--- src/rtl/cmd_parser.sv ---
// cmd_parser: assembles the 5-byte command field (C0..C4) from the received
// byte stream and presents it with a one-cycle cmd_rqst strobe.
//
// Ports:
//   clk, rst           block clock, asynchronous active-high reset
//   rx_data/rx_valid   incoming byte and its qualifier
//   rx_sof             marks rx_data as C0 (only with rx_valid)
//   rx_abort           upstream frame error, drops a partial command
//   cmd_addr/cmd_data  decoded address C0[6:1] and {C1,C2,C3,C4}
//   cmd_rqst           one-cycle strobe, command fields valid
//   cmd_requires_resp  C0[7]
//   cmd_ptt            C0[0], forced low while the watchdog has expired
//   cmd_err            one-cycle pulse on a discarded partial command
//   ptt_wdog           high while the watchdog is forcing PTT off
//   cmd_count          completed commands, wraps
module cmd_parser #(
    parameter int unsigned GAP_CYCLES  = 16,
    parameter int unsigned PTT_TIMEOUT = 250000,
    parameter int unsigned CNT_W       = 16
) (
    input  logic             clk,
    input  logic             rst,
    input  logic [7:0]       rx_data,
    input  logic             rx_valid,
    input  logic             rx_sof,
    input  logic             rx_abort,
    output logic [5:0]       cmd_addr,
    output logic [31:0]      cmd_data,
    output logic             cmd_rqst,
    output logic             cmd_requires_resp,
    output logic             cmd_ptt,
    output logic             cmd_err,
    output logic             ptt_wdog,
    output logic [CNT_W-1:0] cmd_count
);

    localparam int unsigned GAP_W = $clog2(GAP_CYCLES + 1);
    localparam int unsigned WD_W  = $clog2(PTT_TIMEOUT + 1);
    localparam logic [GAP_W-1:0] GAP_MAX = GAP_W'(GAP_CYCLES);
    localparam logic [WD_W-1:0]  WD_MAX  = WD_W'(PTT_TIMEOUT);

    typedef enum logic [2:0] {
        IDLE, GET1, GET2, GET3, GET4, EMIT
    } state_t;

    state_t             state_q, state_d;
    logic [7:0]         c0_q, c0_d;
    logic [31:0]        sh_q, sh_d;
    logic [GAP_W-1:0]   gap_q, gap_d;
    logic [WD_W-1:0]    wd_q, wd_d;
    logic [5:0]         addr_q, addr_d;
    logic [31:0]        data_q, data_d;
    logic               resp_q, resp_d;
    logic               ptt_lat_q, ptt_lat_d;
    logic               ptt_q, ptt_d;
    logic               wdog_q, wdog_d;
    logic               rqst_q, rqst_d;
    logic               err_q, err_d;
    logic [CNT_W-1:0]   cnt_q, cnt_d;
    logic               sof_ok;
    logic               byte_ok;
    logic [GAP_W-1:0]   gap_inc;

    // Abort outranks any byte presented in the same cycle.
    assign sof_ok  = rx_valid & rx_sof & ~rx_abort;
    assign byte_ok = rx_valid & ~rx_sof & ~rx_abort;
    assign gap_inc = gap_q + GAP_W'(1);

    always_comb begin
        state_d   = state_q;
        c0_d      = c0_q;
        sh_d      = sh_q;
        gap_d     = gap_q;
        addr_d    = addr_q;
        data_d    = data_q;
        resp_d    = resp_q;
        ptt_lat_d = ptt_lat_q;
        cnt_d     = cnt_q;
        rqst_d    = 1'b0;
        err_d     = 1'b0;

        unique case (state_q)
            IDLE: begin
                if (sof_ok) begin
                    c0_d    = rx_data;
                    gap_d   = '0;
                    state_d = GET1;
                end
            end
            GET1, GET2, GET3, GET4: begin
                if (rx_abort) begin
                    err_d   = 1'b1;
                    gap_d   = '0;
                    state_d = IDLE;
                end else if (sof_ok) begin
                    c0_d    = rx_data;
                    err_d   = 1'b1;
                    gap_d   = '0;
                    state_d = GET1;
                end else if (byte_ok) begin
                    // Shifting in four bytes lands C1 in [31:24].
                    sh_d  = {sh_q[23:0], rx_data};
                    gap_d = '0;
                    unique case (state_q)
                        GET1:    state_d = GET2;
                        GET2:    state_d = GET3;
                        GET3:    state_d = GET4;
                        default: state_d = EMIT;
                    endcase
                end else if (gap_inc == GAP_MAX) begin
                    err_d   = 1'b1;
                    gap_d   = '0;
                    state_d = IDLE;
                end else begin
                    gap_d = gap_inc;
                end
            end
            EMIT: begin
                rqst_d    = 1'b1;
                addr_d    = c0_q[6:1];
                resp_d    = c0_q[7];
                ptt_lat_d = c0_q[0];
                data_d    = sh_q;
                cnt_d     = cnt_q + CNT_W'(1);
                state_d   = IDLE;
                if (sof_ok) begin
                    c0_d    = rx_data;
                    gap_d   = '0;
                    state_d = GET1;
                end
            end
            default: state_d = IDLE;
        endcase

        // Watchdog restarts on every emit, else saturates at WD_MAX.
        wd_d = wd_q;
        if (state_q == EMIT) begin
            wd_d = '0;
        end else if (wd_q != WD_MAX) begin
            wd_d = wd_q + WD_W'(1);
        end
        wdog_d = (wd_d == WD_MAX);
        ptt_d  = ptt_lat_d & ~wdog_d;
    end

    always_ff @(posedge clk or posedge rst) begin
        if (rst) begin
            state_q   <= IDLE;
            c0_q      <= '0;
            sh_q      <= '0;
            gap_q     <= '0;
            wd_q      <= '0;
            addr_q    <= '0;
            data_q    <= '0;
            resp_q    <= 1'b0;
            ptt_lat_q <= 1'b0;
            ptt_q     <= 1'b0;
            wdog_q    <= 1'b0;
            rqst_q    <= 1'b0;
            err_q     <= 1'b0;
            cnt_q     <= '0;
        end else begin
            state_q   <= state_d;
            c0_q      <= c0_d;
            sh_q      <= sh_d;
            gap_q     <= gap_d;
            wd_q      <= wd_d;
            addr_q    <= addr_d;
            data_q    <= data_d;
            resp_q    <= resp_d;
            ptt_lat_q <= ptt_lat_d;
            ptt_q     <= ptt_d;
            wdog_q    <= wdog_d;
            rqst_q    <= rqst_d;
            err_q     <= err_d;
            cnt_q     <= cnt_d;
        end
    end

    assign cmd_addr          = addr_q;
    assign cmd_data          = data_q;
    assign cmd_rqst          = rqst_q;
    assign cmd_requires_resp = resp_q;
    assign cmd_ptt           = ptt_q;
    assign cmd_err           = err_q;
    assign ptt_wdog          = wdog_q;
    assign cmd_count         = cnt_q;

endmodule

--- config.mk ---
export PLATFORM = sky130hd
export DESIGN_NAME = cmd_parser
export DESIGN_NICKNAME = d
export VERILOG_FILES = /design/src/rtl/cmd_parser.sv
export SDC_FILE = /design/constraint.sdc
export NUM_CORES = 1
export LEC_CHECK = 0
export CORE_UTILIZATION = 55
export CTS_CLUSTER_DIAMETER = 80
export DETAILED_ROUTE_END_ITERATION = 12
export GPL_ROUTABILITY_DRIVEN = 0
export PLACE_DENSITY_LB_ADDON = 0.05
export SETUP_SLACK_MARGIN = 0.5
export SLEW_MARGIN = 20
export SYNTH_ARGS = -nofsm -noshare
export SYNTH_HDL_FRONTEND = slang
export SYNTH_SLANG_ARGS = --single-unit
--- constraint.sdc ---
create_clock -name clk -period 5 [get_ports clk]
set_input_delay 0.75 -clock clk [delete_from_list [all_inputs] [get_ports clk]]
set_output_delay 0.75 -clock clk [all_outputs]
set_load 0.1 [all_outputs]
# Word level (Yosys, flattened, before mapping)
# Cells that the tools add are included.
[totals]
input_bits = 13
ff_bits = 126
elab_cells = 72
output_inout_bits = 59
[classes]
eq_ne = 12
n_bitwise = 9
n_reduce_logical = 8
n_mux = 26
add_sub_neg = 3
[ops]
columns = ["cell", "count"]
rows = [
  ["18-bit two-way mux", 2],
  ["5-bit two-way mux", 5],
  ["18-bit by 1-bit adder with 18-bit output, second input constant", 1],
  ["18-bit equality test, second input constant", 1],
  ["18-bit != test, second input constant", 1],
  ["3-bit one-hot mux with 3 select lines", 2],
  ["16-bit by 1-bit adder with 16-bit output, second input constant", 1],
  ["8-bit two-way mux", 2],
  ["8-bit one-hot mux with 2 select lines", 1],
  ["3-bit two-way mux", 5],
  ["5-bit one-hot mux with 2 select lines", 1],
  ["1-bit two-way mux", 8],
  ["3-bit by 2-bit equality test with 1-bit output, second input constant", 2],
  ["3-bit equality test, second input constant", 2],
  ["2-bit AND reduction", 3],
  ["5-bit by 1-bit adder with 5-bit output, second input constant", 1],
  ["1-bit AND", 5],
  ["5-bit equality test, second input constant", 1],
  ["5-bit != test, second input constant", 1],
  ["2-bit != test, second input constant", 2],
  ["1-bit NOT", 4],
  ["4-bit AND reduction", 1],
  ["4-bit OR reduction", 1],
  ["3-bit by 1-bit equality test with 1-bit output, second input constant", 1],
  ["4 further kinds", 4],
]

# Longest topological paths before layout
[logic_depth]
ltp_word = 7
depth_mapped = 8
mapped_depth_nobuf = 7

# Worst setup path after synthesis
# Ideal clock, no wire load.
[synth_timing]
kind = "flip-flop to flip-flop"
start = "register wd_q[5]"
end = "register ptt_q, in the netlist cmd_ptt"
setup_slack_ns = 2.794
path_buffers = 1
period_less_slack_ns = 2.206
setup_time_ns = 0.129
required_time_ns = 4.871
arrival_ns = 2.076
path_stages_with_launch = 7
path_cell_list = "dfrtp_1 -> buf_4 -> nand4_4 -> or3_4 -> or3_1 -> a2111o_1 -> o41a_1"
[synth_via]
elab_chain_len = 6
word_cells_on_any_way = 7
cone_classes = "add/sub: 1; eq/ne: 2; mux: 2; bitwise: 2"
[synth_rtl]
columns = ["item", "line_no", "rtl"]
rows = [
  ["start, declared", "50", "logic [WD_W-1:0] wd_q, wd_d;"],
  ["start signal, assigned", "167", "wd_q <= wd_d;"],
  ["18-bit by 1-bit adder with 18-bit output / 18-bit != test (equally long branches)", "140, 139", ""],
  ["18-bit two-way mux *", "139", "end else if (wd_q != WD_MAX) begin"],
  ["18-bit two-way mux *", "137", "if (state_q == EMIT) begin"],
  ["18-bit equality test *", "142", "wdog_d = (wd_d == WD_MAX);"],
  ["1-bit NOT *", "143", "ptt_d = ptt_lat_d & ~wdog_d;"],
  ["1-bit AND *", "143", ""],
  ["via ptt_d", "55", "logic ptt_q, ptt_d;"],
  ["end signal, assigned", "172", "ptt_q <= ptt_d;"],
  ["end, declared", "55", ""],
]
# Mark *: on every way through the listed nets, which the timed path passes. The rest lies on a longest branch.
# A chain may end at the register's enable or synchronous reset.

# Final worst setup path
[layout_timing]
start = "register state_q[1]"
end = "register ptt_q, in the netlist cmd_ptt"
[layout_via]
elab_chain_len = 5
word_cells_on_any_way = 6
cone_classes = "eq/ne: 2; mux: 2; bitwise: 2"
[layout_rtl]
columns = ["item", "line_no", "rtl"]
rows = [
  ["start, declared", "46", "state_t state_q, state_d;"],
  ["start signal, assigned", "163", "state_q <= state_d;"],
  ["3-bit equality test *", "82, 137", ""],
  ["18-bit two-way mux", "137", ""],
  ["18-bit equality test", "142", ""],
  ["1-bit NOT", "143", ""],
  ["1-bit AND *", "143", ""],
  ["via ptt_d", "55", ""],
]
# Marks and branches as above.

==> flow_summary.yaml <==
cts:
  hold_buffers: 0
  clkTransAtPathRegs_ns: 0.06
  root_buffer: "clkbuf_8"
  clk_path_buf_depth: 2
  cts_resized: 0
  cts_tree: "yes"
  clock_sinks: 126
  clock_latency_ns: 0.51
  cts_buffers: 17
  htreeDepth: 4
  post_cts_buffers: 0
floorplanning:
  ioPinCount: 72
  num_rows: 36
  die_h_microns: 102
  coreArea_sq_mm: 0.00977
  die_w_microns: 102
  dieArea_sq_mm: 0.0104
  start_util_pct: 56.5
finish:
  num-fill-cells: 740
  register_area_sq_mm: 0.00315
  multi_input_area_sq_mm: 0.00218
  layout_common_cells: "nand2_1 (141), dfrtp_1 (126), clkdlybuf4s50_1 (71)"
  nets: 602
  areaGrowthSynthToFinish_pct: 25.2
  drive_gt1_share_pct: 14.4
  num_antenna_cells: 0
  final_common_cell: "nand2_1"
synth:
  synth_enable_flop_cells: 0
  syn_nets: 536
  seq_area_frac_synth_pct: 57.1
  ys.flop_type: "dfrtp_1"
  yosysWarnings: 0
  yosys.area.top_type: "dfrtp_1"
  synth_cell_types: 57
  synthCells: 519
  avgSynthCellArea_sq_um: 10.6
  synth-seq-cells: 126
  synth_top_area_share_pct: 57.1
  syn_area_sq_mm: 0.00552
  async_reset_ff_share_pct: 100
  synth_area_leaders: "dfrtp_1 (57%), nand2_1 (9.6%), mux2_2 (8.0%)"
critical_path:
  crit_slowest_cell: "or4_1"
  required_ns: 5.39
  cp-end-kind: "register"
  critical_path_class: "reg2reg"
  crit_family: "simple AND/OR/NAND/NOR gates"
  setup.worst_path.start_class: "register"
  worstPathArrival_ns: 3.31
  crit_fanout: 45
  path_cells: "nand3b_2, buf_4, inv_2, or4_1, a2111o_1, o41a_1"
  max_stage_delay_ns: 0.61
  critPathBufInv: 2
timing:
  setup_viol: 0
  report.final.slew_viol_count: 0
  rsz0062_at_grt: "false"
  maxSlewHeadroom_pct: 34.0
  fmax_ghz: 0.342
  setup_tns_ns: 0
  min_period_ns: 2.92
  worst_slew_pin_slew_ns: 0.987
  fin_crit_sh_pct: 58.5
  finalHoldViolations: 0
  fin_skew_ns: 0.00749
  fin_hold_ws_ns: 0.466
route:
  wl_per_cell_microns: 16.1
  drt_pass1_iterations: 4
  wirelength_microns: 11800
  drc: 0
  routed_via_density: 5.46
  dr.first_iter.drc_count: 136
  vias: 3989
  ant_nets: 0
power:
  powerDensity_mw_per_mm2: 391
  vdd_drop_max_uv: 250
  p_leak_nw: 3.26
run_status:
  status: "completed"
job:
  cap_violations: 0
global_routing:
  grt_overflow: 0
  grt_pass1_wl_microns: 19500
  grt-busiest-layer: "met2"
  use_met2_pct: 40.3
  track_usage_pct: 24.9
  use_met1_pct: 32.6
  grt_pass1_vias: 3998
  antenna_found_initial: 0
  use_met3_pct: 5.88
  grt_max_degree: 66
min_path:
  hp-class: "reg2reg"
place:
  dpl.hpwl_microns: 7650
  port_buffers: 71
-- cells in the mapped netlist, types with 2 or more instances --
cell        n
a21oi_1     9
a22o_1      2
a311oi_1    3
and2_1      4
and3_1      4
and4_1      4
buf_1       3
buf_2       7
buf_6       3
clkbuf_1   12
clkbuf_2    3
dfrtp_1   126
ha_1        4
inv_1      10
mux2_2     39
mux2i_1     2
nand2_1   141
nand2b_1    4
nand3_1    15
nand4_1     7
nor2_1     21
nor2b_1     6
nor3_1      5
nor4_1      6
o211ai_1    2
o21ai_0    11
o31ai_1     2
or2_2       2
or2b_1      2
or4_1       4
xnor2_1    21
xor2_1     10
-- state kept, by name, summed over array words and instances (netlist names) --
register	count
ptt_wdog	1
cmd_ptt	1
cmd_count	16
state_q	3
ptt_lat_q	1
gap_q	5
c0_q	8
cmd_addr	6
cmd_requires_resp	1
cmd_data	32
sh_q	32
wd_q	18
cmd_err	1
cmd_rqst	1
-- layout make-up --
class / instances / share of cell area [%]
repair buffers: 76 / 10.8
multi-input cells: 354 / 31.6
inverters: 10 / 0.579
clock buffers: 20 / 6.30
flip-flops and latches: 126 / 45.6
well taps: 133 / 2.41
clock inverters: 12 / 2.68
-- worst reg2reg max path, delay by kind of cell, from the launching register on --
family | cells | cell delay, ns
AO/OA/AOI/OAI | 2 | 0.75
flip-flops | 1 | 0.49
AND/OR/NAND/NOR | 2 | 0.78
buffers and inverters | 2 | 0.78
-- metal layers --
metal  wire length (microns)  vias to the layer above
li1                        -                     1877
met1                    5300                     2017
met2                    5960                       85
met3                     399                       10
met4                     108                        0
met5                       0                        -
-- cell families after synthesis --
group / after synthesis / share of synthesized area [%]
AO/OA/AOI/OAI: 40 / 4.87
XOR/XNOR: 31 / 4.92
adder cells (fa/ha/maj): 4 / 0.906
buffers and inverters: 39 / 3.35
flip-flops: 126 / 57.1
multiplexers: 42 / 8.52
AND/OR/NAND/NOR: 237 / 20.3
-- power by group --
group / switching [mW] / internal, mW / total [mW]
Combinational: 0.101 / 0.106 / 0.207
Clock: 0.450 / 0.827 / 1.28
Sequential: 0.112 / 1.11 / 1.22
Total: 0.662 / 2.04 / 2.71
-- metrics by stage --
stage	setup WS (ns)	area, sq um	power, mW	util (%)	std cells
2_1_floorplan	0.894	5520	1.40	-	519
3_3_place_gp	2.04	6290	1.43	64.4	699
3_5_place_dp	1.96	6290	1.44	64.4	699
4_1_cts	2.09	6910	2.72	70.7	731
5_1_grt	1.90	6910	2.81	70.7	731
6_report	2.08	6910	2.71	70.7	731
-- final timing paths --
path / start / slack, ns / cells past startpoint / end
worst min-delay path: c0_q[6] / 0.47 / 2 / cmd_addr[5]
max in group asynchronous: rst / 3.34 / 3 / cmd_data[25]
min in group asynchronous: rst / 0.76 / 2 / cmd_count[1]
worst max-delay path: state_q[1] / 2.08 / 6 / cmd_ptt
worst min register to register: c0_q[6] / 0.47 / 2 / cmd_addr[5]
worst max register to register: state_q[1] / 2.08 / 6 / cmd_ptt
(Power assumes the default switching activity.)
